==> src/rtl/arbitro_pkg.sv <==
// Shared definitions for the arbitro output arbiter: system FSM state
// encodings and the destination-field width helper.
package arbitro_pkg;

    typedef enum logic [3:0] {
        ST_RESET  = 4'd0,
        ST_INIT   = 4'd1,
        ST_IDLE   = 4'd2,
        ST_ACTIVE = 4'd3,
        ST_ERROR  = 4'd4
    } sys_state_e;

    localparam int GRANT_CNT_W = 16;

    // Width of the destination field carried in the top bits of each word.
    function automatic int dest_w(input int num_ch);
        return (num_ch > 1) ? $clog2(num_ch) : 1;
    endfunction

endpackage

==> src/rtl/arbitro_sel.sv <==
// Channel selector: grants the first requesting channel found when
// searching upward (with wrap) from the start pointer.
module arbitro_sel
    import arbitro_pkg::*;
#(
    parameter int NUM_CH = 4
) (
    input  logic [NUM_CH-1:0]         req,
    input  logic [dest_w(NUM_CH)-1:0] ptr,
    output logic [NUM_CH-1:0]         grant
);

    localparam int PTR_W = dest_w(NUM_CH);

    logic [PTR_W-1:0] idx;
    logic             found;

    // NUM_CH is a power of two, so truncating ptr+k gives the modulo wrap.
    always_comb begin
        grant = '0;
        found = 1'b0;
        idx   = '0;
        for (int unsigned k = 0; k < NUM_CH; k++) begin
            idx = PTR_W'(32'(ptr) + k);
            if (!found && req[idx]) begin
                grant[idx] = 1'b1;
                found      = 1'b1;
            end
        end
    end

endmodule

==> src/rtl/arbitro_param.sv <==
// Parameterised input-to-output queue arbiter; one word per cycle.
// Define ARBITRO_ROUND_ROBIN_EN for round-robin selection (default: fixed priority).
module arbitro_param
    import arbitro_pkg::*;
#(
    parameter int NUM_CH = 4,
    parameter int DATA_W = 10
) (
    input  logic                     clk,
    input  logic                     reset_L,
    input  logic [3:0]               state,
    input  logic [NUM_CH-1:0]        in_empty,
    input  logic [NUM_CH*DATA_W-1:0] in_data,
    input  logic [NUM_CH-1:0]        out_almost_full,
    output logic [NUM_CH-1:0]        in_pop,
    output logic [NUM_CH-1:0]        out_push,
    output logic [DATA_W-1:0]        out_data,
    output logic [2*NUM_CH-1:0]      empties,
    output logic [GRANT_CNT_W-1:0]   grant_cnt
);

    localparam int DEST_W = dest_w(NUM_CH);

    logic              active;
    logic [NUM_CH-1:0] req;
    logic [NUM_CH-1:0] req_en;
    logic [NUM_CH-1:0] grant;
    logic [DEST_W-1:0] ptr;
    logic [DEST_W-1:0] win_idx;
    logic [DEST_W-1:0] win_dest;
    logic [DATA_W-1:0] win_data;
    logic [NUM_CH-1:0] push_dec;
    logic              pop_any;

    assign active = (state == ST_ACTIVE);

    // A channel requests only if its head word's destination can accept it.
    always_comb begin
        req = '0;
        for (int unsigned i = 0; i < NUM_CH; i++) begin
            req[i] = ~in_empty[i]
                   & ~out_almost_full[in_data[i*DATA_W + DATA_W - DEST_W +: DEST_W]];
        end
    end

    assign req_en = active ? req : '0;

    arbitro_sel #(
        .NUM_CH (NUM_CH)
    ) u_sel (
        .req   (req_en),
        .ptr   (ptr),
        .grant (grant)
    );

    assign in_pop  = reset_L ? grant : '0;
    assign pop_any = |in_pop;

    always_comb begin
        win_idx  = '0;
        win_data = '0;
        for (int unsigned i = 0; i < NUM_CH; i++) begin
            if (grant[i]) begin
                win_idx  = DEST_W'(i);
                win_data = in_data[i*DATA_W +: DATA_W];
            end
        end
    end

    assign win_dest = win_data[DATA_W-1 -: DEST_W];
    assign push_dec = pop_any ? (NUM_CH'(1) << win_dest) : '0;

`ifdef ARBITRO_ROUND_ROBIN_EN
    always_ff @(posedge clk or negedge reset_L) begin
        if (!reset_L) begin
            ptr <= '0;
        end else if (pop_any) begin
            ptr <= win_idx + DEST_W'(1);
        end
    end
`else
    assign ptr = '0;
`endif

    // Upper half of empties doubles as the output-empty mirror state.
    always_ff @(posedge clk or negedge reset_L) begin
        if (!reset_L) begin
            out_push  <= '0;
            out_data  <= '0;
            grant_cnt <= '0;
            empties   <= '1;
        end else begin
            out_push  <= push_dec;
            if (pop_any) begin
                out_data <= win_data;
            end
            grant_cnt <= grant_cnt + GRANT_CNT_W'(pop_any);
            empties   <= {out_almost_full | (empties[2*NUM_CH-1:NUM_CH] & ~out_push),
                          in_empty};
        end
    end

`ifndef ARBITRO_ROUND_ROBIN_EN
    logic unused_win_idx;
    assign unused_win_idx = ^win_idx;
`endif

endmodule

==> config.mk <==
export PLATFORM = sky130hd
export DESIGN_NAME = arbitro_param
export DESIGN_NICKNAME = d
export VERILOG_FILES = /design/src/rtl/arbitro_pkg.sv /design/src/rtl/arbitro_sel.sv /design/src/rtl/arbitro_param.sv
export SDC_FILE = /design/constraint.sdc
export NUM_CORES = 1
export LEC_CHECK = 0
export BUFFER_PORTS_ARGS = -buffer_cell sky130_fd_sc_hd__buf_4
export CAP_MARGIN = 30
export CORE_MARGIN = 2
export CORE_UTILIZATION = 34
export CTS_CLUSTER_DIAMETER = 150
export DETAILED_ROUTE_END_ITERATION = 6
export PLACE_DENSITY = 0.73
export SLEW_MARGIN = 0
export SYNTH_ARGS = -nofsm -noshare
export SYNTH_HDL_FRONTEND = slang
export SYNTH_SLANG_ARGS = --single-unit
export TNS_END_PERCENT = 10
==> constraint.sdc <==
create_clock -name clk -period 2.1 [get_ports clk]
set_clock_uncertainty 0.05 [all_clocks]
set_input_delay 0.21 -clock clk [delete_from_list [all_inputs] [get_ports clk]]
set_output_delay 0.21 -clock clk [all_outputs]
set_load 0.005 [all_outputs]
* Yosys cells after proc, flatten, opt, wreduce, memory -nomap -nowiden
Cells that the tools add are included.
** Word-level totals
- Output and inout port bits :: 42
- Register bits :: 38
- Word-level logic and storage cells :: 55
- Input bits :: 54
** Cells by class
- Shifts and indexed selects :: 1
- Eq/ne operators :: 1
- Bitwise gates (word level) :: 15
- Add/sub/neg operators :: 1
- Muxes and demuxes :: 22
- Order comparisons :: 4
- Reduce and logical (&&, ||, !) cells :: 7
** Operator list (number)
- 2-to-1 mux 10 bit :: 4
- adder 16 x 1 -> 16 bit :: 1
- 2-to-1 mux 4 bit :: 4
- less-than comparator 2 x 3 -> 1 bit, second input constant :: 4
- binary-select mux 1 bit (select 2 bit) :: 4
- 2-to-1 mux 1 bit :: 8
- NOT 1 bit :: 8
- bitwise AND 1 bit :: 4
- bitwise AND 4 bit :: 1
- == test 4 x 2 -> 1 bit, second input constant :: 1
- NOT 4 bit :: 1
- bitwise OR 4 bit :: 1
- OR reduction 4 bit :: 1
- left shift 1 x 2 -> 4 bit, first input constant :: 1
- logical AND 1 bit :: 3
- zero test 1 bit :: 3
- 2-to-1 mux 3 bit :: 1
- 2-to-1 mux 2 bit :: 1

* Logic depth before layout (Yosys ltp)
Gate-level depths: netlist of the first run.
- Depth after elaboration :: 21
- Mapped depth :: 14
- Depth with buffers taken out :: 11

* Modules after synthesis
A second synthesis of the first run with hierarchy kept.
** Second synthesis, totals
- Cells, all modules :: 228
- Area total of the unflattened synthesis :: 2359.8 µm²
** By module, submodules not included
- arbitro_param :: seq. area each 960.9 µm², area each 2021.9 µm², cells an instance 192, instances 1
- arbitro_sel :: seq. area each 0.0 µm², area each 337.8 µm², cells an instance 36, instances 1

* Worst setup path before layout of the first run
OpenSTA, ideal clock, no wires.
- Path kind :: input-to-reg
- Start point :: in in_data[28]
- End point :: reg grant_cnt[10]
- Setup time :: 124 ps
- Stages :: 13
- Data arrival time :: 2580 ps
- Data required time :: 1926 ps
- Path buffers :: 2
- Setup slack :: -654 ps
- Path through :: mux2_2 > a211o_1 > buf_2 > o2111ai_2 > nand2_2 > inv_2 > buf_2 > ha_1 > ha_1 > nand2_1 > nor2_1 > nand2_1 > xnor2_1
** On the way
- Cells in the longest elaborated chain, start to end :: 13
- Elaborated cells between the ends (all ways) :: 14
- Classes of those cells :: add/sub: 1; mux: 7; bitwise: 2; reduce/logical: 4
** RTL lines
- from (decl) :: line arbitro_param.sv:13 : input logic [NUM_CH*DATA_W-1:0] in_data,
- binary-select mux 1 bit (select 2 bit) (*) :: line arbitro_param.sv:42 : & ~out_almost_full[in_data[i*DATA_W + DATA_W - DEST_W +: DEST_W]];
- 2-to-1 mux 1 bit (not written as such) (*) :: line arbitro_param.sv:42
- NOT 1 bit (*) :: line arbitro_param.sv:42
- bitwise AND 1 bit (*) :: line arbitro_param.sv:42
- 2-to-1 mux 4 bit (*) :: line arbitro_param.sv:46 : assign req_en = active ? req : '0;
- logical AND 1 bit (*) :: line arbitro_sel.sv:25 : if (!found && req[idx]) begin
- 2-to-1 mux 1 bit :: line arbitro_sel.sv:25
- zero test 1 bit :: line arbitro_sel.sv:25
- logical AND 1 bit :: line arbitro_sel.sv:25
- 2-to-1 mux 4 bit (*) :: line arbitro_sel.sv:25
- 2-to-1 mux 4 bit (*) :: line arbitro_param.sv:56 : assign in_pop = reset_L ? grant : '0;
- OR reduction 4 bit (*) :: line arbitro_param.sv:57 : assign pop_any = |in_pop;
- via pop_any :: line arbitro_param.sv:33 : logic pop_any;
- adder 16 x 1 -> 16 bit (*) :: line arbitro_param.sv:97 : grant_cnt <= grant_cnt + GRANT_CNT_W'(pop_any);
- to (signal assigned) :: line arbitro_param.sv:97
- to (decl) :: line arbitro_param.sv:19 : output logic [GRANT_CNT_W-1:0] grant_cnt
The timed path passes the listed nets; every way through them passes the cells marked *. The select of a mux whose other input is x is not followed.
A chain may end at the register's enable or synchronous reset.

* Final worst setup path of the first run
- Start point :: in out_almost_full[3]
- End point :: out in_pop[3]
** On the way
- Cells in the longest elaborated chain, start to end :: 16
- Elaborated cells between the ends (all ways) :: 28
- Classes of those cells :: mux: 14; bitwise: 8; reduce/logical: 6
** RTL lines
- from (decl) :: line arbitro_param.sv:14 : input logic [NUM_CH-1:0] out_almost_full,
- binary-select mux 1 bit (select 2 bit) :: line arbitro_param.sv:42
- 2-to-1 mux 1 bit (not written as such) :: line arbitro_param.sv:42
- NOT 1 bit :: line arbitro_param.sv:42
- bitwise AND 1 bit :: line arbitro_param.sv:42
- 2-to-1 mux 4 bit (*) :: line arbitro_param.sv:46
- 2-to-1 mux 1 bit :: line arbitro_sel.sv:25
- zero test 1 bit :: line arbitro_sel.sv:25
- logical AND 1 bit :: line arbitro_sel.sv:25
- 2-to-1 mux 1 bit :: line arbitro_sel.sv:25
- zero test 1 bit :: line arbitro_sel.sv:25
- logical AND 1 bit :: line arbitro_sel.sv:25
- 2-to-1 mux 1 bit :: line arbitro_sel.sv:25
- zero test 1 bit :: line arbitro_sel.sv:25
- logical AND 1 bit (*) :: line arbitro_sel.sv:25
- 2-to-1 mux 4 bit (*) :: line arbitro_sel.sv:25
- 2-to-1 mux 4 bit (*) :: line arbitro_param.sv:56
- to (decl) :: line arbitro_param.sv:15 : output logic [NUM_CH-1:0] in_pop,
Mark *: on every way between the ends. The rest lies on a longest branch, timed or not. The select of a mux whose other input is x is not followed.

==> results summary, run 1 <==
The flow ran to the end, and the final reports show no timing, DRC or antenna violations. The headroom to the max-slew limit is 76.71%. The post-synthesis cell area came out at 2068 sq um. The final hold violation count came out at 0. The worst-path maximum fanout is 6. The number of sinks handled by clock tree synthesis is 38.

The area taken by flip-flops and latches came out at 960.9 sq um. The average routed wire per standard cell came out at 15.62 um. The register-to-register setup slack is 0.62 ns.

The worst min-delay path endpoint is out_data[4]. The number of vias in the routed layout is 2,119. The worst hold path class is primary input to flop. The final critical delay including setup and external delays came out at 2.098 ns. The die is 82.00 um tall.

The max-slew violation count came to 0. Entering global routing, the biggest net connects 26 pins. After technology mapping, the gate count stands at 199.

The via count of the first global-routing pass came out at 2,223. For the pin with the worst max-slew slack, the measured transition is 0.3493 ns. The least setup slack across all paths after layout is 0.002105 ns. In this run the most critical hold path is launched from in_data[34]. The commonest non-fill, non-tap cell in the layout is sky130_fd_sc_hd__buf_4. The max-capacitance violation count came out at 0. The remaining global-route overflow is 0.

The layout has 537 filler cells. The final layout contains 391 nets. The worst path uses 99.90% of the clock period. The leakage dissipation is 1.629 nW. The internal power is 1.465 mW.

The first-pass iteration count of the detailed router came out at 4. The standard cell core area is 5886 sq um. The critical path arrival is 1.84 ns. The footprint of the multi-input gates is 1120 sq um. The remaining number of nets flagged by the antenna check after routing is 0. The H-tree depth reported by CTS came out at 2.

Using the TritonRoute via totals, the vias-per-cell ratio works out to 5.156. The number of flip-flops and latches in the synthesized netlist is 38. The portion of total power attributed to the clock network is 30.4%. The violation count after the first detailed-route iteration came out at 77. The number of synthesized flops with an enable pin came out at 0.

The worst setup slack before clock tree synthesis is -0.2642 ns. For this design the total switching power over the nets is 0.5280 mW. Along the worst hold path, the cell count comes to 3. The part of the power in registers came out at 45.8%. The switching part of the total is 26.49%. After routing, the total negative slack on setup checks comes to 0 ns. Across the VDD grid, the largest voltage drop is 0.0003245 V. The placer congestion estimate came out at 0.8163. During I/O placement, the number of pins put on the boundary was 96. The worst register-to-register path begins at grant_cnt[2]. The worst setup path is of the primary input to primary output kind. The CTS tree is done. The largest buffer count on any clock path came out at 2.

The final layout contains routed wiring with a total length of 6418 um. In the global route stage, overall resource usage came out at 19.80%. The number of antenna violations at the first check in global routing is 0. The DRC violation count after routing is 0. Setup repair after global routing could not meet its margin everywhere. For this run, the number of Yosys warnings is 0. The async set-or-reset flop fraction in the synthesized netlist is 100.0%. The end of the worst register-to-register path is grant_cnt[13]. The total nets after synthesis is 255. 0 antenna diodes ended up in the layout.

The post-route netlist has 53.57% of its cells at a drive strength greater than 1. The sequential fraction of the synthesis area came out at 46.46%. The wire length of the first global-routing pass came out at 10,230 um. The clock slew at the register clock pins of the worst setup and hold paths came out at 0.08 ns. Detailed placement ended at an HPWL of 4941 um. In this run, the combinational gates consume 23.7% of the power. The required time of the worst setup path came out at 1.84 ns.

The most common flop cell mapped by yosys is sky130_fd_sc_hd__dfrtp_1. Counting cells, the worst reg-to-reg path comes to 5. In the layout the commonest cells are sky130_fd_sc_hd__buf_4 (135), sky130_fd_sc_hd__dfrtp_1 (30), sky130_fd_sc_hd__nand2_1 (13). Derived from the worst setup path, the maximum achievable clock frequency is 0.4767 GHz. The relative area change from synthesis to final layout came out at 62.43%. The number of rows in the core area is 28. The TritonCTS buffer count came out at 5. The number of setup violations in the final report came out at 0.

The endpoint class of the critical path is a primary output. The number of buffers inserted by port buffering is 95. The area of the die came out at 6723 sq um. The cell sitting at the root of the clock tree is a sky130_fd_sc_hd__clkbuf_8. At the later pin of the worst-skew pair, clock insertion delay measures 0.28 ns. The die is 82.00 um wide.

The post-route core utilization came out at 57.08%. The mean area per synthesized cell is 10.39 sq um. Power spread over the standard cell area amounts to 593.3 nW/um^2.

The number of distinct standard cells referenced by the synthesized netlist came out at 46. The element type at the critical path start is a primary input. The initial cell density of the core came out at 35.14%.
## area by class of cell
cell class                 instances  share of cell area [%]
clock buffer                       5                   2.048
clock inverter                     3                   1.192
inverter                           6                  0.6704
multi-input combinational        145                   33.33
sequential                        38                   28.60
tap                               75                   2.793
timing repair buffer             139                   31.36
## stage by stage
| step | power (mW) | instances | cell area (sq um) | hold slack [ns] |
|---|---|---|---|---|
| CTS | 2.022 | 411 | 3322 | 0.1196 |
| global route | 2.097 | 411 | 3359 | 0.1329 |
| floorplan | 1.061 | 199 | 2133 | -0.1356 |
| detailed placement | 1.396 | 398 | 3164 | -0.007022 |
| global placement | 1.380 | 398 | 3164 | -0.009843 |
| finish | 1.993 | 411 | 3359 | 0.1268 |
## cells by family after synthesis
family / after synthesis / synth area share [%]
DFF: 38 / 46.46
muxes: 8 / 5.868
xor gates and xnor gates: 14 / 5.929
adders and majority gates: 2 / 1.210
AOI/OAI and AO/OA: 60 / 20.21
and+or+nand+nor: 61 / 16.70
buffers and inverters: 16 / 3.630
## sequential cells by signal (all words and copies together), names as in the netlist
name       cells
empties        8
grant_cnt     16
out_data      10
out_push       4
## worst max path at each step
| stage | startpoint | endpoint | slack [ns] | cells after the start |
|---|---|---|---|---|
| after floorplan | state[3] | grant_cnt[10] | -0.28 | 14 |
| after global placement | out_almost_full[3] | in_pop[3] | -0.20 | 7 |
| after detailed placement | out_almost_full[3] | grant_cnt[13] | -0.26 | 11 |
| after CTS | out_almost_full[3] | in_pop[3] | 0.0006 | 7 |
| after global routing | out_almost_full[3] | in_pop[3] | -0.04 | 7 |
| final | out_almost_full[3] | in_pop[3] | 0.002 | 7 |
## timing repair
item | in CTS | in global routing
hold buffers | 4 | 0
gates resized for setup | 1 | 7
buffers inserted | 1 | 0
hold endpoints to repair | 33 | 0
pin swaps | 1 | 3
endpoints found under the setup margin | 1 | 13
## cell usage after synthesis (3+ instances only)
master	instances	area [sq um]
sky130_fd_sc_hd__a211oi_1	3	22.52
sky130_fd_sc_hd__a21o_1	11	82.58
sky130_fd_sc_hd__a21oi_1	10	50.05
sky130_fd_sc_hd__a31oi_1	9	56.30
sky130_fd_sc_hd__and3_1	4	25.02
sky130_fd_sc_hd__and4_1	4	35.03
sky130_fd_sc_hd__buf_2	3	15.01
sky130_fd_sc_hd__clkbuf_1	5	18.77
sky130_fd_sc_hd__dfrtp_1	30	750.7
sky130_fd_sc_hd__dfstp_2	8	210.2
sky130_fd_sc_hd__inv_1	5	18.77
sky130_fd_sc_hd__mux2_2	3	33.78
sky130_fd_sc_hd__mux4_2	3	67.56
sky130_fd_sc_hd__nand2_1	15	56.30
sky130_fd_sc_hd__nand3_1	9	45.04
sky130_fd_sc_hd__nor2_1	5	18.77
sky130_fd_sc_hd__nor3_1	10	50.05
sky130_fd_sc_hd__o21ai_0	11	55.05
sky130_fd_sc_hd__o22ai_1	8	50.05
sky130_fd_sc_hd__xnor2_1	12	105.1
## metal layers
layer  up-vias  GRT usage, %  routed length (um)
met2        81         35.85                3259
met4         0         5.000                  62
met3         6         3.626                 424
met5         -             0                   0
li1       1016             -                   -
met1      1016         24.07                2672
## critical path, stage by stage
cell	delay, ns
sky130_fd_sc_hd__buf_4	0.13
sky130_fd_sc_hd__mux4_2	0.46
sky130_fd_sc_hd__or3_4	0.38
sky130_fd_sc_hd__a2111oi_4	0.26
sky130_fd_sc_hd__buf_4	0.18
sky130_fd_sc_hd__and2_4	0.12
sky130_fd_sc_hd__buf_4	0.10
## power by group through the flow
stage | Clock, mW | Sequential, mW | Combinational, mW
2_1_floorplan | 0 | 0.922 | 0.139
3_3_place_gp | 0 | 0.922 | 0.459
3_5_place_dp | 0 | 0.926 | 0.471
4_1_cts | 0.629 | 0.914 | 0.479
5_1_grt | 0.652 | 0.924 | 0.521
6_report | 0.607 | 0.913 | 0.473
Note: power is estimated with default switching activity, not from simulation.
==> run 2: changes to the inputs <==
- CAP_MARGIN: 30 -> 0
- PLACE_DENSITY: 0.73 -> 0.7
- clock period: 2.1 -> 2.6 ns (I/O delays scaled with it)
==> run 2 against run 1 <==
Against the previous run:
- sequential power down 19%
- final cell count down 7.8%
- sequential share of layout area up 3.1 points
- sequential cell count unchanged
- first-iteration DRC count up 5.2%
- via count down 6.1%
- die area unchanged
- wire length down 3.0%
- global-route usage down 0.70 points
- core utilization down 5.5 points
- count of clock-buffer cells in the layout up 2
- critical path depth down 1
- largest power group unchanged
==> results summary, run 2 (synthesis gave the netlist of run 1 again) <==
The post-placement cell area is 2934 sq um. The TritonCTS buffer count came out at 5. The number of setup violations in the final report is 0. The maximum operating frequency is 0.4194 GHz. The overall track demand over capacity in global routing is 19.09%.

The post-CTS resize count is 0. After floorplanning, the core was divided into 28 placement rows. The portion of total power attributed to the clock network is 27.4%.

The die is 82.00 um tall. The clock slew at the register clock pins of the worst setup and hold paths came out at 0.07 ns. The final wirelength is 6226 um.

Power comes to 1.503 mW. The violation count after the first detailed-route iteration is 81. The relative area change from synthesis to final layout is 46.76%. Using the TritonRoute via totals, the vias-per-cell ratio works out to 5.248. The number of setup buffers added after CTS is 0. The first-pass iteration count of the detailed router came out at 4. The register-to-register setup slack came out at 1.02 ns. The commonest non-fill, non-tap cell in the layout is sky130_fd_sc_hd__buf_4. The library cell used as clock root buffer is sky130_fd_sc_hd__clkbuf_8. The remaining global-route overflow came out at 0.

The slowest stage of the critical path is the sky130_fd_sc_hd__mux4_2 cell. The overall die width came out at 82.00 um. The critical path goes through buf_4 > mux4_2 > or3_4 > a2111oi_4 > and2_2 > buf_4. TritonCTS built the clock tree. The maximum resistive drop on vdd is 0.0002685 V. The peak per-stage delay on the critical path is 0.50 ns. Among the stages of the critical path, the cell type that occurs most often is sky130_fd_sc_hd__buf_4. STA classifies the critical path endpoint as a primary output.

The final-layout fill cell count came out at 585. The via count of the first global-routing pass is 1,948. The aggregate negative setup slack came out at 0 ns. The initial utilization of the core area, before any placement, comes to 35.14%.

The internal power of the cells totals 1.093 mW. The fraction of layout cells with a size suffix above 1 came out at 46.71%. The tightest min-delay check is of the primary input to flop type. The final net count came out at 359. The largest buffer count on any clock path is 2. The power per cell area came out at 495.0 nW/um^2. The area of the die came out at 6723 sq um. The headroom to the max-slew limit came out at 59.78%. In the final layout, flip-flops and latches occupy 960.9 sq um.

The part of the power in registers is 49.0%. The pin count of the biggest net entering global routing is 30. The end of the worst register-to-register path is grant_cnt[13]. The leakage dissipation came out at 1.443 nW. The flip-flop count of the largest register, all copies and words added is 16. The number of vias in the routed layout came out at 1,989. Of all nets on the critical path, the largest fanout is 6. Net switching is 27.25% of the power. The max-capacitance violation count is 0.

The remaining number of nets flagged by the antenna check after routing is 0. The required time of the worst setup path is 2.29 ns. The final design area excluding fillers came out at 3035 sq um. The critical path arrival came out at 2.07 ns. The average routed wire per standard cell came out at 16.43 um. The startpoint identified for the worst register-to-register timing path is grant_cnt[2]. The worst setup path is launched from a primary input.

The H-tree depth reported by CTS came out at 2. The number of antenna violations at the first check in global routing is 0. The worst setup path is of the primary input to primary output kind.

The register with the most flip-flops in the final layout is grant_cnt. The count of buffer and inverter cells on the critical path is 2. In the final layout, the multi-input gates occupy 1061 sq um. The standard cell core area came out at 5886 sq um. The number of buffers inserted by port buffering is 95. The top cell family by delay on the critical path is simple AND/OR/NAND/NOR gates.

In the final layout, the registers with the most flip-flops are grant_cnt (16), out_data (10), empties (8). The first global-routing pass estimated 9701 um of wire. The library cells used most frequently in the layout, excluding fill and tap cells, are sky130_fd_sc_hd__buf_4 (106), sky130_fd_sc_hd__dfrtp_1 (30), sky130_fd_sc_hd__nand2_1 (15), sky130_fd_sc_hd__xnor2_1 (12). The logic depth of the worst register-to-register path came out at 5.

The share of total power dissipated in combinational logic is 23.6%. The max-slew violation count came out at 0. For the pin with the worst max-slew slack, the measured transition is 0.5997 ns. The placer congestion estimate is 0.8397. The clock insertion delay at the later pin of the skew report is 0.29 ns. The period utilization is 91.70%. The worst hold path cell count came out at 1.

The least setup slack across all paths after layout came out at 0.2157 ns. The worst hold path terminates at empties[3]. Setup repair after global routing left no endpoint under its margin.

The number of antenna cells inserted came out at 0. The final critical delay including setup and external delays is 2.384 ns. The switching component of the power came out at 0.4095 mW. During I/O placement, the number of pins put on the boundary was 96. The hold buffer count at cts is 1. For this run, design rule violations remaining after detail routing come to 0.

The start point of the worst hold path is in_empty[3]. At the placement stage, the worst setup path has a slack of 0.02575 ns. The number of sinks handled by clock tree synthesis is 38. The wire-length estimate of the detail-placed layout is 5021 um.

The final hold violation count came out at 0. The run finished with clean final reports.
-- run 2: cell types whose count changed in the layout (fill, tap and decap cells not counted), moves of 2 or more --
cell | previous run | this run
sky130_fd_sc_hd__dlygate4sd3_1 | 4 | 1
sky130_fd_sc_hd__buf_4 | 135 | 106
sky130_fd_sc_hd__nand2_2 | 3 | 1
sky130_fd_sc_hd__or3_1 | 0 | 2
sky130_fd_sc_hd__or3_4 | 3 | 1
sky130_fd_sc_hd__nand2_1 | 13 | 15
sky130_fd_sc_hd__nor2_4 | 2 | 0
-- run 2: through the flow --
stage               utilization, %  hold slack (ns)  instances
floorplan                        -         -0.08559        199
global placement             49.85          0.09954        370
detailed placement           49.85           0.1050        370
CTS                          51.57          0.02570        379
global route                 51.57          0.01957        379
finish                       51.57          0.03738        379
-- run 2: how the worst max path moves through the flow --
stage | cells past startpoint | endpoint | slack (ns) | from
2_1_floorplan | 13 | grant_cnt[10] | 0.005 | in_data[28]
3_3_place_gp | 11 | grant_cnt[15] | 0.09 | out_almost_full[3]
3_5_place_dp | 12 | grant_cnt[10] | 0.03 | in_data[38]
4_1_cts | 6 | in_pop[3] | 0.20 | in_data[38]
5_1_grt | 6 | in_pop[3] | 0.07 | state[2]
6_report | 6 | in_pop[3] | 0.22 | in_data[38]
-- run 2: cell type report --
class	instances	area share, %
multi-input cells	145	34.95
flip-flops and latches	38	31.66
repair buffers	107	26.55
well taps	75	3.092
clock buffers	7	2.844
inverters	6	0.7420
clock inverters	1	0.1649
-- run 2: per-layer routing --
metal	wire, um	GRT usage, %
met1	2774	25.62
met3	434	4.505
met2	2955	30.81
met4	63	5.167
met5	0	0
-- run 2: power groups by stage --
stage                     Combinational (mW)  Sequential (mW)  Clock [mW]
after floorplan                        0.109            0.741           0
after detailed placement               0.359            0.749           0
final                                  0.355            0.737       0.411
after CTS                              0.360            0.738       0.426
after global routing                   0.393            0.746       0.453
after global placement                 0.350            0.742           0
==> run 3: changes to the inputs <==
--- a/config.mk
+++ b/config.mk
@@ -8,5 +8,6 @@
 export BUFFER_PORTS_ARGS = -buffer_cell sky130_fd_sc_hd__buf_4
 export CAP_MARGIN = 0
-export CORE_MARGIN = 2
+export CORE_ASPECT_RATIO = 0.9
+export CORE_MARGIN = 10
 export CORE_UTILIZATION = 34
 export CTS_CLUSTER_DIAMETER = 150
==> constraint.sdc (replaced) <==
create_clock -name clk -period 2.6 [get_ports clk]
set_clock_uncertainty 0.05 [all_clocks]
set_input_delay 0.26 -clock clk [delete_from_list [all_inputs] [get_ports clk]]
set_output_delay 0.26 -clock clk [all_outputs]
set_load 0.1 [all_outputs]
==> run 3 against run 2 <==
Against the previous run:
- sequential power shrank 0.7%
- sequential share of layout area shrank 0.75 points
- die area grew 43%
- core utilization grew 2.1 points
- global-route usage shrank 5.8 points
- worst setup slack lost 0.086 ns
- maximum frequency shrank 3.5%
- critical path type unchanged
==> results summary, run 3 (synthesis gave the netlist of run 1 again) <==
The post-CTS repair timing setup buffer count came out at 0. The path class of the tightest hold or removal check is primary input to flop. The post-CTS resize count came out at 0. The violation count after the first detailed-route iteration came out at 48. The top-level port count came out at 96. The number of vias in the routed layout is 1,976. Ranked by flip-flop count, first place goes to grant_cnt.

The actual slew at the worst max-slew pin is 0.4341 ns. Setup repair after global routing left no endpoint under its margin. The pin count of the biggest net entering global routing came out at 29.

After floorplanning, the core was sized to cover 5791 sq um. The initial cell density of the core came out at 35.72%. The H-tree depth reported by CTS came out at 2. The die covers 9607 sq um. The least setup slack across all paths after layout came out at 0.1293 ns. The critical path arrival came out at 2.16 ns. The average vias per placed instance is 5.241.

The remaining global-route overflow is 0. The library cell used as clock root buffer is sky130_fd_sc_hd__clkbuf_8. The endpoint class of the critical path is a primary output.

The placed wire-length estimate is 5200 um. The DRC violation count after routing is 0. The headroom to the max-slew limit came out at 70.60%. In this run the deepest clock path goes through 2 buffers.

In the layout the commonest cells are sky130_fd_sc_hd__buf_4 (109), sky130_fd_sc_hd__dfrtp_1 (30), sky130_fd_sc_hd__nand2_1 (15), sky130_fd_sc_hd__xnor2_1 (12). The leakage dissipation came out at 1.479 nW. The final hold violation count came out at 0. The overall die width came out at 102.2 um. Of the cells placed in the final design, the portion with a size suffix greater than 1 is 47.88%. Setup violations remaining at the end of the flow were counted as 0. Counting every sink on the clock net gives 38. The max-capacitance violation count came out at 0.

The repair_antennas step left the layout with diodes totalling 0. The clock period could shrink to 2.471 ns. The number of antenna violations at the first check in global routing is 0.

The TritonCTS buffer count is 5. The average routed wire per standard cell came out at 17.04 um. The worst setup slack before clock tree synthesis came out at 0.02640 ns.

By startpoint and endpoint, the worst setup path is classified as primary input to primary output. The final net count is 362. The clock insertion delay at the later pin of the skew report is 0.29 ns. The first global-routing pass estimated 10,330 um of wire. The via count of the first global-routing pass came out at 2,104. The number of buffers inserted by port buffering came out at 95.

The final wirelength is 6423 um. The element type at the critical path start is a primary input. The flow ran to the end, and the final reports show no timing, DRC or antenna violations. The die boundary height is 93.99 um. IR analysis of the VDD net gives a maximum drop of 0.0006009 V. The period utilization came out at 95.03%. The largest registers in the layout are grant_cnt (16), out_data (10), empties (8). The required time of the worst setup path is 2.29 ns. The worst-path maximum fanout came out at 9. The power per cell area came out at 731.3 nW/um^2.

The max-slew violation count was 0. The total design power came out at 2.274 mW. The maximum operating frequency is 0.4047 GHz.

The first-pass iteration count of the detailed router came out at 4. Once detail routing completed, the nets flagged for antenna violations numbered 0. For this run, the total global-route usage over all layers was measured as 13.31%. The register with the most flip-flops in the layout has 16 of them.

The area growth from synthesis to layout is 50.33%. The placer congestion estimate is 0.8500. TritonCTS built the clock tree. Row generation in the floorplan step produced 26 rows.

Leaving out fill and tap cells, the most frequent cell in the layout is sky130_fd_sc_hd__buf_4. The clock slew at the register clock pins of the worst setup and hold paths is 0.07 ns.
## run 3: changes by cell type in the layout (fill, tap and decap cells not counted), sizes merged
| cell | delta |
|---|---|
| buf | +3 |
| clkbuf | -2 |
| bufinv | +2 |
## run 3: repair_timing
item | CTS | global route
hold buffers | 1 | 0
setup endpoints to repair | 0 | 0
hold endpoints to repair | 9 | 0
## run 3: cell type report
class,instances,area (sq um)
fillers,553,2681
multi-input cells,145,1072
flip-flops and latches,38,960.9
repair buffers,110,828.3
well taps,70,87.58
clock buffers,5,68.82
clock inverters,3,68.82
inverters,6,22.52
## run 3: report_power, final
part           internal (mW)  leakage (nW)  switching (mW)
Clock                  0.385        0.0683           0.222
Sequential             0.670         0.482          0.0628
Combinational          0.216         0.929           0.718
Total                   1.27          1.48            1.00
## run 3: worst paths after layout
| path | slack [ns] | depth (start not counted) | to | from |
|---|---|---|---|---|
| min in group asynchronous | 0.36 | 2 | out_data[6] | reset_L |
| worst max-delay path | 0.13 | 6 | in_pop[3] | state[2] |
| worst max register to register | 1.08 | 5 | grant_cnt[13] | grant_cnt[2] |
| worst min-delay path | 0.05 | 1 | empties[2] | in_empty[2] |
| max in group asynchronous | 1.48 | 3 | empties[5] | reset_L |
| worst min register to register | 0.38 | 1 | empties[5] | out_push[1] |
## run 3: layer usage
layer	up-vias	global-route usage, %	routed length, um
met5	-	0	0
met4	0	3.286	58
met3	6	4.783	547
met2	65	22.45	3056
met1	949	15.68	2761
li1	956	-	-
## run 3: worst max-delay path, cell delays in order
cell	delay [ns]
sky130_fd_sc_hd__buf_4	0.10
sky130_fd_sc_hd__nand4bb_1	0.39
sky130_fd_sc_hd__or3_4	0.52
sky130_fd_sc_hd__a2111oi_4	0.38
sky130_fd_sc_hd__and2_2	0.21
sky130_fd_sc_hd__buf_4	0.28
## run 3: metrics by stage
stage	TNS (ns)	cells	instance area [sq um]	utilization [%]	hold WS, ns
after global placement	0	368	2962	51.15	0.1306
after detailed placement	0	368	2962	51.15	0.1311
after global routing	0	377	3109	53.69	0.03272
final	0	377	3109	53.69	0.04585
after floorplan	-0.07542	199	2111	-	-0.08559
after CTS	0	377	3109	53.69	0.03801
